$ cat src/rtl/rom_pkg.sv
// Shared types and constants for the instruction-ROM arbiter.
// Provides default ROM geometry, the grant encoding and the response bundle.
package rom_pkg;

    localparam logic [31:0] ROM_START = 32'hBFC0_0000;
    localparam int          ROM_SIZE  = 4096;

    typedef enum logic [1:0] {
        GRANT_NONE,
        GRANT_IF,
        GRANT_D
    } grant_e;

    typedef struct packed {
        logic        valid;
        logic        err;
        logic [31:0] data;
    } rom_resp_t;

endpackage

$ cat src/rtl/rom_resp_slot.sv
// One registered response slot: loads on grant, clears on consume, holds on stall.
// Ports: clk, rst, load (grant), err/data (read result), resp_ready, resp (bundle out).
module rom_resp_slot
    import rom_pkg::*;
(
    input  logic        clk,
    input  logic        rst,
    input  logic        load,
    input  logic        err,
    input  logic [31:0] data,
    input  logic        resp_ready,
    output rom_resp_t   resp
);

    // A load in the consume cycle overwrites the slot, keeping valid high.
    always_ff @(posedge clk or posedge rst) begin
        if (rst) begin
            resp <= '0;
        end else if (load) begin
            resp.valid <= 1'b1;
            resp.err   <= err;
            resp.data  <= err ? 32'h0 : data;
        end else if (resp.valid && resp_ready) begin
            resp.valid <= 1'b0;
        end
    end

endmodule

$ cat src/rtl/rom_arbiter.sv
// Shares the ROM word-read port between fetch (if_) and data-load (d_).
// Ports: if_/d_ request+response handshakes, rom_addr/rom_dout to the ROM.
module rom_arbiter
    import rom_pkg::*;
#(
    parameter int          MEM_SIZE  = ROM_SIZE,
    parameter logic [31:0] START_POS = ROM_START,
    parameter int          MAX_WAIT  = 3
) (
    input  logic        clk,
    input  logic        rst,
    input  logic        if_req_valid,
    input  logic [31:0] if_req_addr,
    output logic        if_req_ready,
    output logic        if_resp_valid,
    output logic [31:0] if_resp_data,
    output logic        if_resp_err,
    input  logic        if_resp_ready,
    input  logic        d_req_valid,
    input  logic [31:0] d_req_addr,
    output logic        d_req_ready,
    output logic        d_resp_valid,
    output logic [31:0] d_resp_data,
    output logic        d_resp_err,
    input  logic        d_resp_ready,
    output logic [31:0] rom_addr,
    input  logic [31:0] rom_dout
);

    localparam logic [31:0] LAST_OFF = 32'(MEM_SIZE - 4);
    localparam logic [3:0]  WAIT_LIM = 4'(MAX_WAIT);

    grant_e      grant;
    rom_resp_t   if_resp;
    rom_resp_t   d_resp;
    logic [3:0]  starve_cnt;
    logic        if_elig;
    logic        d_elig;
    logic [31:0] sel_addr;
    logic [31:0] off;
    logic        in_range;

    // A stalled slot blocks its own side only; pass-through on consume.
    assign if_elig = if_req_valid && (!if_resp.valid || if_resp_ready);
    assign d_elig  = d_req_valid  && (!d_resp.valid  || d_resp_ready);

    always_comb begin
        grant = GRANT_NONE;
        priority case (1'b1)
            rst:               grant = GRANT_NONE;
            (if_elig && d_elig):
                grant = (starve_cnt == WAIT_LIM) ? GRANT_IF : GRANT_D;
            if_elig:           grant = GRANT_IF;
            d_elig:            grant = GRANT_D;
            default:           grant = GRANT_NONE;
        endcase
    end

    assign if_req_ready = (grant == GRANT_IF);
    assign d_req_ready  = (grant == GRANT_D);

    // Idle cycles present the fetch address; the read has no side effects.
    assign sel_addr = (grant == GRANT_D) ? d_req_addr : if_req_addr;
    assign rom_addr = sel_addr & ~32'h3;

    // Wrapping subtract folds "below START_POS" into "offset too large".
    assign off      = rom_addr - START_POS;
    assign in_range = (off <= LAST_OFF);

    always_ff @(posedge clk or posedge rst) begin
        if (rst) begin
            starve_cnt <= 4'd0;
        end else if (!if_req_valid || grant == GRANT_IF) begin
            starve_cnt <= 4'd0;
        end else if (if_elig && starve_cnt != WAIT_LIM) begin
            starve_cnt <= starve_cnt + 4'd1;
        end
    end

    rom_resp_slot u_if_slot (
        .clk        (clk),
        .rst        (rst),
        .load       (grant == GRANT_IF),
        .err        (!in_range),
        .data       (rom_dout),
        .resp_ready (if_resp_ready),
        .resp       (if_resp)
    );

    rom_resp_slot u_d_slot (
        .clk        (clk),
        .rst        (rst),
        .load       (grant == GRANT_D),
        .err        (!in_range),
        .data       (rom_dout),
        .resp_ready (d_resp_ready),
        .resp       (d_resp)
    );

    assign if_resp_valid = if_resp.valid;
    assign if_resp_err   = if_resp.err;
    assign if_resp_data  = if_resp.data;
    assign d_resp_valid  = d_resp.valid;
    assign d_resp_err    = d_resp.err;
    assign d_resp_data   = d_resp.data;

endmodule

$ cat config.mk
export PLATFORM = sky130hd
export DESIGN_NAME = rom_arbiter
export DESIGN_NICKNAME = d
export VERILOG_FILES = /design/src/rtl/rom_pkg.sv /design/src/rtl/rom_resp_slot.sv /design/src/rtl/rom_arbiter.sv
export SDC_FILE = /design/constraint.sdc
export NUM_CORES = 1
export LEC_CHECK = 0
export ABC_AREA = 1
export CAP_MARGIN = 20
export CORE_AREA = 2 2 77 134
export CTS_BUF_LIST = sky130_fd_sc_hd__clkbuf_2
export CTS_CLUSTER_SIZE = 40
export DETAILED_ROUTE_END_ITERATION = 6
export DIE_AREA = 0 0 79 136
export PLACE_DENSITY = 0.88
export SLEW_MARGIN = 20
export SYNTH_ARGS = -nofsm -noshare
export SYNTH_HDL_FRONTEND = slang
export SYNTH_SLANG_ARGS = --single-unit
$ cat constraint.sdc
create_clock -name clk -period 2.7 [get_ports clk]
set_clock_uncertainty 0.15 [all_clocks]
set_input_delay 0.54 -clock clk [delete_from_list [all_inputs] [get_ports clk]]
set_output_delay 0.54 -clock clk [all_outputs]
set_load 0.01 [all_outputs]
==> reports/results.txt, run 1 <==
achievable frequency - 366 MHz
worst r2r dst - u_if_slot.resp[3]
synth top area cells - dfrtp_1 47%, nand2_1 22%, nand4_1 10%
Final Hold Fails - 0
register bit count reported by yosys - 72
Largest stage delay, worst path - 0.51 ns
site row count - 48
clock share of power - 27.5%
Gate Count Post-Synth - 493
number of synthesized flops with an enable pin - 0
clock-pin slew on the worst setup and hold paths - 0.16 ns
RSZ-0062 raised after global routing - true
Design Area, Final - 0.00666 sq mm
Starting Density - 39.7%
area occupied by multi-input gates - 0.00177 sq mm
Internal - 1.76 mW
relative slew slack - 65.3%
vias in the first global route - 4466
yosys warns - 0
status - finished, violations left
detailed placer's ending HPWL - 10400 um
CP most frequent cell - buf_6
Die Ht - 136 um
Yosys cell types - 28
failing checks - setup timing
final setup fails - 6
worst path cell trace - clkdlybuf4s50_1 > inv_1 > a21oi_2 > nand2_4 > nand2_8 > buf_6 > buf_6 > nand2_2 > o21ai_2 > inv_1 > buf_6
setup ws final - -0.0355 ns
Worst Setup End Kind - primary output
Peak VDD IR - 0.000244 V
WP buf/inv - 6
sequential fraction of the synthesis area - 46.7%
Max Cap Viol - 0
Root Driver - clkbuf_2
register area - 0.00180 sq mm
Placement Cell Area - 0.00626 sq mm
Initial DRC Count - 312
worst flop-to-flop path startpoint - starve_cnt[0]
CTS Hold Buffers Added - 0
Switching Fraction - 28.5%
Final ANT Viol Nets - 0
worst slew pin tran - 0.520 ns
Startpoint Class - input port
gpl congestion - 0.839
Tcrit/Tclk final - 101%
clock tree from TritonCTS - built
area delta synth->final - 72.4%
Final Total Pwr - 2.46 mW
hold path startpoint - u_if_slot.resp[8]
DRC viols - 0
WP data required - 2.01 ns
Filler cells - 751
worst skew pair latency - 0.50 ns
Hold Path End - u_if_slot.resp[8]
Routed WL per cell - 16.6 um
Main synth FF type - dfrtp_1
Crit Path Class - input port to primary output
total CTS buffers - 9
Sum Neg Setup Slack - -0.141 ns
Die Wd - 79 um
post-synth top area share - 46.7%
IO buf count - 197
syn avg cell area - 7.83 sq um
# IOs - 204
Post-Route Utilization - 68.4%
die area - 0.0107 sq mm
clock tree buffer depth - 2
crit-path max FO - 5
DR pass1 iterations - 7
Slew Viols, Final - 0
R2R setup slack - 0.06 ns
via/cell ratio - 5.26
R2R cell count - 20
grt total ovfl - 0
Routed WL - 14400 um
P_sw - 0.701 mW
GR Util All Layers - 25.0%
LEAKAGE - 3.46 nW
sequential share of power - 45.0%
Vias - 4580
most common cell after layout, fill and taps aside - nand2_1
fin nets - 842
Yosys top cell by area - dfrtp_1
fraction of registers with async set/reset - 100%
most frequent cells in the layout - 208 x nand2_1, 165 x clkdlybuf4s50_1, 72 x dfrtp_1
first-pass GRT wire length - 20700 um
core footprint - 0.00973 sq mm
CTS Sinks - 72
pwr dens - 370 mW/mm^2
largest net degree at the start of global routing - 35
share of cells above drive strength 1 - 22.6%
initial antenna violation count - 1
worst hold margin - 0.349 ns
Tmin final - 2.74 ns
CP max stage cell - clkdlybuf4s50_1
min-delay worst type - flip-flop to flip-flop
CTS HTree Levels - 3
crit-path leading delay family - buffers and inverters
worst hold stages - 2
Logic pwr share - 27.5%
Mapped Area - 0.00386 sq mm
Critical Path AT - 2.05 ns
-- worst reg2reg max path, cell delays in order (launching register included) --
cell and delay (ns):
dfrtp_1 0.40, ha_2 0.20, nand2_2 0.07, nor2_4 0.12, nand2_4 0.10, nand2_8 0.11
buf_6 0.13, nand2_1 0.06, nand2_2 0.11, buf_6 0.10, buf_4 0.09, buf_4 0.10
buf_4 0.10, buf_4 0.09, nand2_1 0.05, nor2_1 0.10, nand2_1 0.06, nor2_2 0.14
buf_6 0.15, nand4_1 0.11, nand2_1 0.10
-- metal layers --
layer	share of wire (%)	up-vias	GRT usage, %
met5	0	-	0
met4	5.5	0	14.5
met3	8.8	63	6.44
met1	32	2131	23.9
li1	-	2079	-
met2	53	307	46.8
-- layout make-up --
type,count,area share [%]
antenna,1,0.0376
clock buffer,10,0.752
clock inverter,6,1.26
inverter,34,1.96
multi-input combinational,354,26.6
sequential,72,27.1
tap,125,2.35
timing repair buffer,268,40.0
-- logic make-up (layout without fill, tap and decap cells) --
| group | count (synthesis) | in the layout | synth area share [%] |
|---|---|---|---|
| AND/OR/NAND/NOR | 341 | 341 | 41.5 |
| flip-flops | 72 | 72 | 46.7 |
| buffers and inverters | 68 | 318 | 9.75 |
| XOR/XNOR | 2 | 2 | 0.454 |
| other | 1 | 3 | 0.0971 |
| adder cells (fa/ha/maj) | 1 | 1 | 0.324 |
| AO/OA/AOI/OAI | 8 | 8 | 1.23 |
-- flip-flops by register name, summed over array words and instances (netlist names) --
signal,flops
u_d_slot.resp,34
u_if_slot.resp,34
starve_cnt,4
-- cells in the mapped netlist, types with 6 or more instances --
| master | count |
|---|---|
| nand3_1 | 9 |
| nand2_1 | 228 |
| buf_4 | 6 |
| inv_1 | 32 |
| nor2_1 | 13 |
| nand3b_1 | 7 |
| buf_6 | 13 |
| clkbuf_1 | 12 |
| dfrtp_1 | 72 |
| nand4_1 | 64 |
| nand2_2 | 8 |
-- worst max-delay path by stage --
stage	depth (start not counted)	startpoint	to	slack, ns
3_3_place_gp	9	if_req_valid	rom_addr[17]	-0.34
5_1_grt	11	starve_cnt[0]	rom_addr[13]	-0.16
3_5_place_dp	10	if_req_valid	rom_addr[13]	-0.35
4_1_cts	10	starve_cnt[0]	rom_addr[13]	-0.11
6_report	11	if_req_valid	rom_addr[13]	-0.04
2_1_floorplan	1	rst	starve_cnt[0]	0.19
-- per-stage QoR --
stage          cells  worst slack (ns)
2_1_floorplan    494             0.185
3_3_place_gp     833            -0.339
3_5_place_dp     833            -0.351
4_1_cts          857            -0.106
5_1_grt          870            -0.157
6_report         870           -0.0355
-- power by group through the flow --
stage	registers [mW]	clock network, mW	logic, mW
2_1_floorplan	1.13	0	0.222
3_3_place_gp	1.13	0	0.605
3_5_place_dp	1.13	0	0.619
4_1_cts	1.11	0.693	0.617
5_1_grt	1.11	0.742	0.716
6_report	1.11	0.677	0.675
-- what timing repair did --
item | 4_1_cts | 5_1_grt
cloned | 1 | 4
setup buffers | 7 | 8
setup endpoints to repair | 32 | 46
pin swaps | 0 | 22
resized for setup | 128 | 42
Note: power is estimated with default switching activity, not from simulation.
==> inputs of run 2 (changes only) <==
SKIP_CTS_REPAIR_TIMING = 1   (was default)
==> run 2 against run 1 <==
The flow still finishes with violations (setup timing). Cell area shrank 1.6%. Sequential power is essentially flat. Setup slack lost 0.050 ns.
==> reports/results.txt, run 2 (synthesized netlist as in run 1, its figures left out) <==
R2R setup slack - 0.15 ns (was 0.06 ns)
worst skew pair latency - 0.52 ns (was 0.50 ns)
LEAKAGE - 3.44 nW (was 3.46 nW)
Routed WL per cell - 16.3 um (was 16.6 um)
Crit Path Class - flip-flop to primary output (was input port to primary output)
Largest regs - u_d_slot.resp: 34 flops, u_if_slot.resp: 34 flops, starve_cnt: 4 flops (unchanged)
Setup Slack @ Placement - -0.351 ns (unchanged)
IO buf count - 197 (unchanged)
RSZ-0062 raised after global routing - true (unchanged)
area delta synth->final - 69.6% (was 72.4%)
min-delay worst type - flip-flop to flip-flop (unchanged)
clock tree buffer depth - 2 (unchanged)
failing checks - setup timing (unchanged)
Die Wd - 79 um (unchanged)
Final Total Pwr - 2.44 mW (was 2.46 mW)
Sum Neg Setup Slack - -0.563 ns (was -0.141 ns)
crit-path max FO - 11 (was 5)
Tmin final - 2.79 ns (was 2.74 ns)
Startpoint Class - flip-flop (was input port)
vias in the first global route - 4387 (was 4466)
worst hold margin - 0.357 ns (was 0.349 ns)
Placement Cell Area - 0.00626 sq mm (unchanged)
most common cell after layout, fill and taps aside - nand2_1 (unchanged)
achievable frequency - 359 MHz (was 366 MHz)
Internal - 1.74 mW (was 1.76 mW)
initial antenna violation count - 1 (unchanged)
detailed placer's ending HPWL - 10400 um (unchanged)
sequential share of power - 45.4% (was 45.0%)
via/cell ratio - 5.23 (was 5.26)
CTS Sinks - 72 (unchanged)
DR pass1 iterations - 7 (unchanged)
Max Cap Viol - 0 (unchanged)
clock share of power - 27.9% (was 27.5%)
pwr dens - 373 mW/mm^2 (was 370 mW/mm^2)
die area - 0.0107 sq mm (unchanged)
final setup fails - 18 (was 6)
largest net degree at the start of global routing - 35 (unchanged)
Final ANT Viol Nets - 0 (unchanged)
status - finished, violations left (unchanged)
Starting Density - 39.7% (unchanged)
first-pass GRT wire length - 20400 um (was 20700 um)
WP data required - 2.01 ns (about the same)
P_sw - 0.700 mW (was 0.701 mW)
Logic pwr share - 26.7% (was 27.5%)
Worst Setup End Kind - primary output (unchanged)
setup ws final - -0.0859 ns (was -0.0355 ns)
total CTS buffers - 9 (unchanged)
Die Ht - 136 um (unchanged)
Vias - 4486 (was 4580)
clock tree from TritonCTS - built (unchanged)
Final Hold Fails - 0 (unchanged)
core footprint - 0.00973 sq mm (unchanged)
Filler cells - 778 (was 751)
Routed WL - 14000 um (was 14400 um)
DRC viols - 0 (unchanged)
site row count - 48 (unchanged)
Design Area, Final - 0.00655 sq mm (was 0.00666 sq mm)
most frequent cells in the layout - 207 x nand2_1, 165 x clkdlybuf4s50_1, 72 x dfrtp_1 (was 208 x nand2_1, 165 x clkdlybuf4s50_1, 72 x dfrtp_1)
Tcrit/Tclk final - 103% (was 101%)
Inst Count DP - 833 (unchanged)
relative slew slack - 65.8% (was 65.3%)
Critical Path AT - 2.10 ns (was 2.05 ns)
Post-Route Utilization - 67.3% (was 68.4%)
GR Util All Layers - 24.6% (was 25.0%)
gpl congestion - 0.839 (unchanged)
non-filler cells, final - 858 (was 870)
Switching Fraction - 28.7% (was 28.5%)
grt total ovfl - 0 (unchanged)
Root Driver - clkbuf_2 (unchanged)
worst slew pin tran - 0.513 ns (was 0.520 ns)
share of cells above drive strength 1 - 20.9% (was 22.6%)
clock-pin slew on the worst setup and hold paths - 0.16 ns (about the same)
fin nets - 830 (was 842)
Initial DRC Count - 353 (was 312)
CTS HTree Levels - 3 (unchanged)
Peak VDD IR - 0.000245 V (was 0.000244 V)
# IOs - 204 (unchanged)
Slew Viols, Final - 0 (unchanged)
run 2: path summary, 6_finish.rpt:
check | from | endpoint | cells after the start
max | starve_cnt[1] | rom_addr[9] | 11
min | u_if_slot.resp[8] | u_if_slot.resp[8] | 2
max reg2reg | starve_cnt[1] | u_d_slot.resp[32] | 18
min reg2reg | u_if_slot.resp[8] | u_if_slot.resp[8] | 2
max in group asynchronous | rst | u_d_slot.resp[8] | 4
min in group asynchronous | rst | u_d_slot.resp[18] | 3
run 2: worst max-delay path, stage by stage (launching register included):
cell	delay, ns
dfrtp_1	0.43
ha_2	0.21
nand2_2	0.07
nor2_4	0.12
nand2_4	0.09
nand2_8	0.09
buf_12	0.11
inv_8	0.04
buf_12	0.14
nand2_1	0.06
nand2_1	0.08
buf_2	0.15
run 2: power by group through the flow:
stage	clock (mW)	sequential, mW	combinational [mW]
after floorplan	0	1.13	0.222
after global placement	0	1.13	0.605
after detailed placement	0	1.13	0.619
after CTS	0.693	1.11	0.623
after global routing	0.743	1.11	0.695
final	0.681	1.11	0.652
run 2: layout make-up:
type                            count  area [sq um]  area share (%)
Antenna cell                        1          2.50          0.0382
Clock buffer                       10          50.0           0.764
Clock inverter                      6          83.8            1.28
Inverter                           34           135            2.06
Multi-Input combinational cell    354          1800            27.4
Sequential cell                    72          1800            27.5
Tap cell                          125           156            2.39
Timing Repair Buffer              256          2520            38.5
run 2: layer usage:
layer / GRT usage [%] / vias to the layer above / share of wire, %
li1: - / 2050 / -
met5: 0 / - / 0
met3: 7.04 / 56 / 8.6
met4: 14.3 / 0 / 4.5
met2: 45.2 / 279 / 54
met1: 23.8 / 2101 / 33
==> inputs of run 3 (changes only) <==
CAP_MARGIN = default   (was 20)
==> results of run 3 <==
The final DEF is identical to that of run 2; final timing and power are the same.
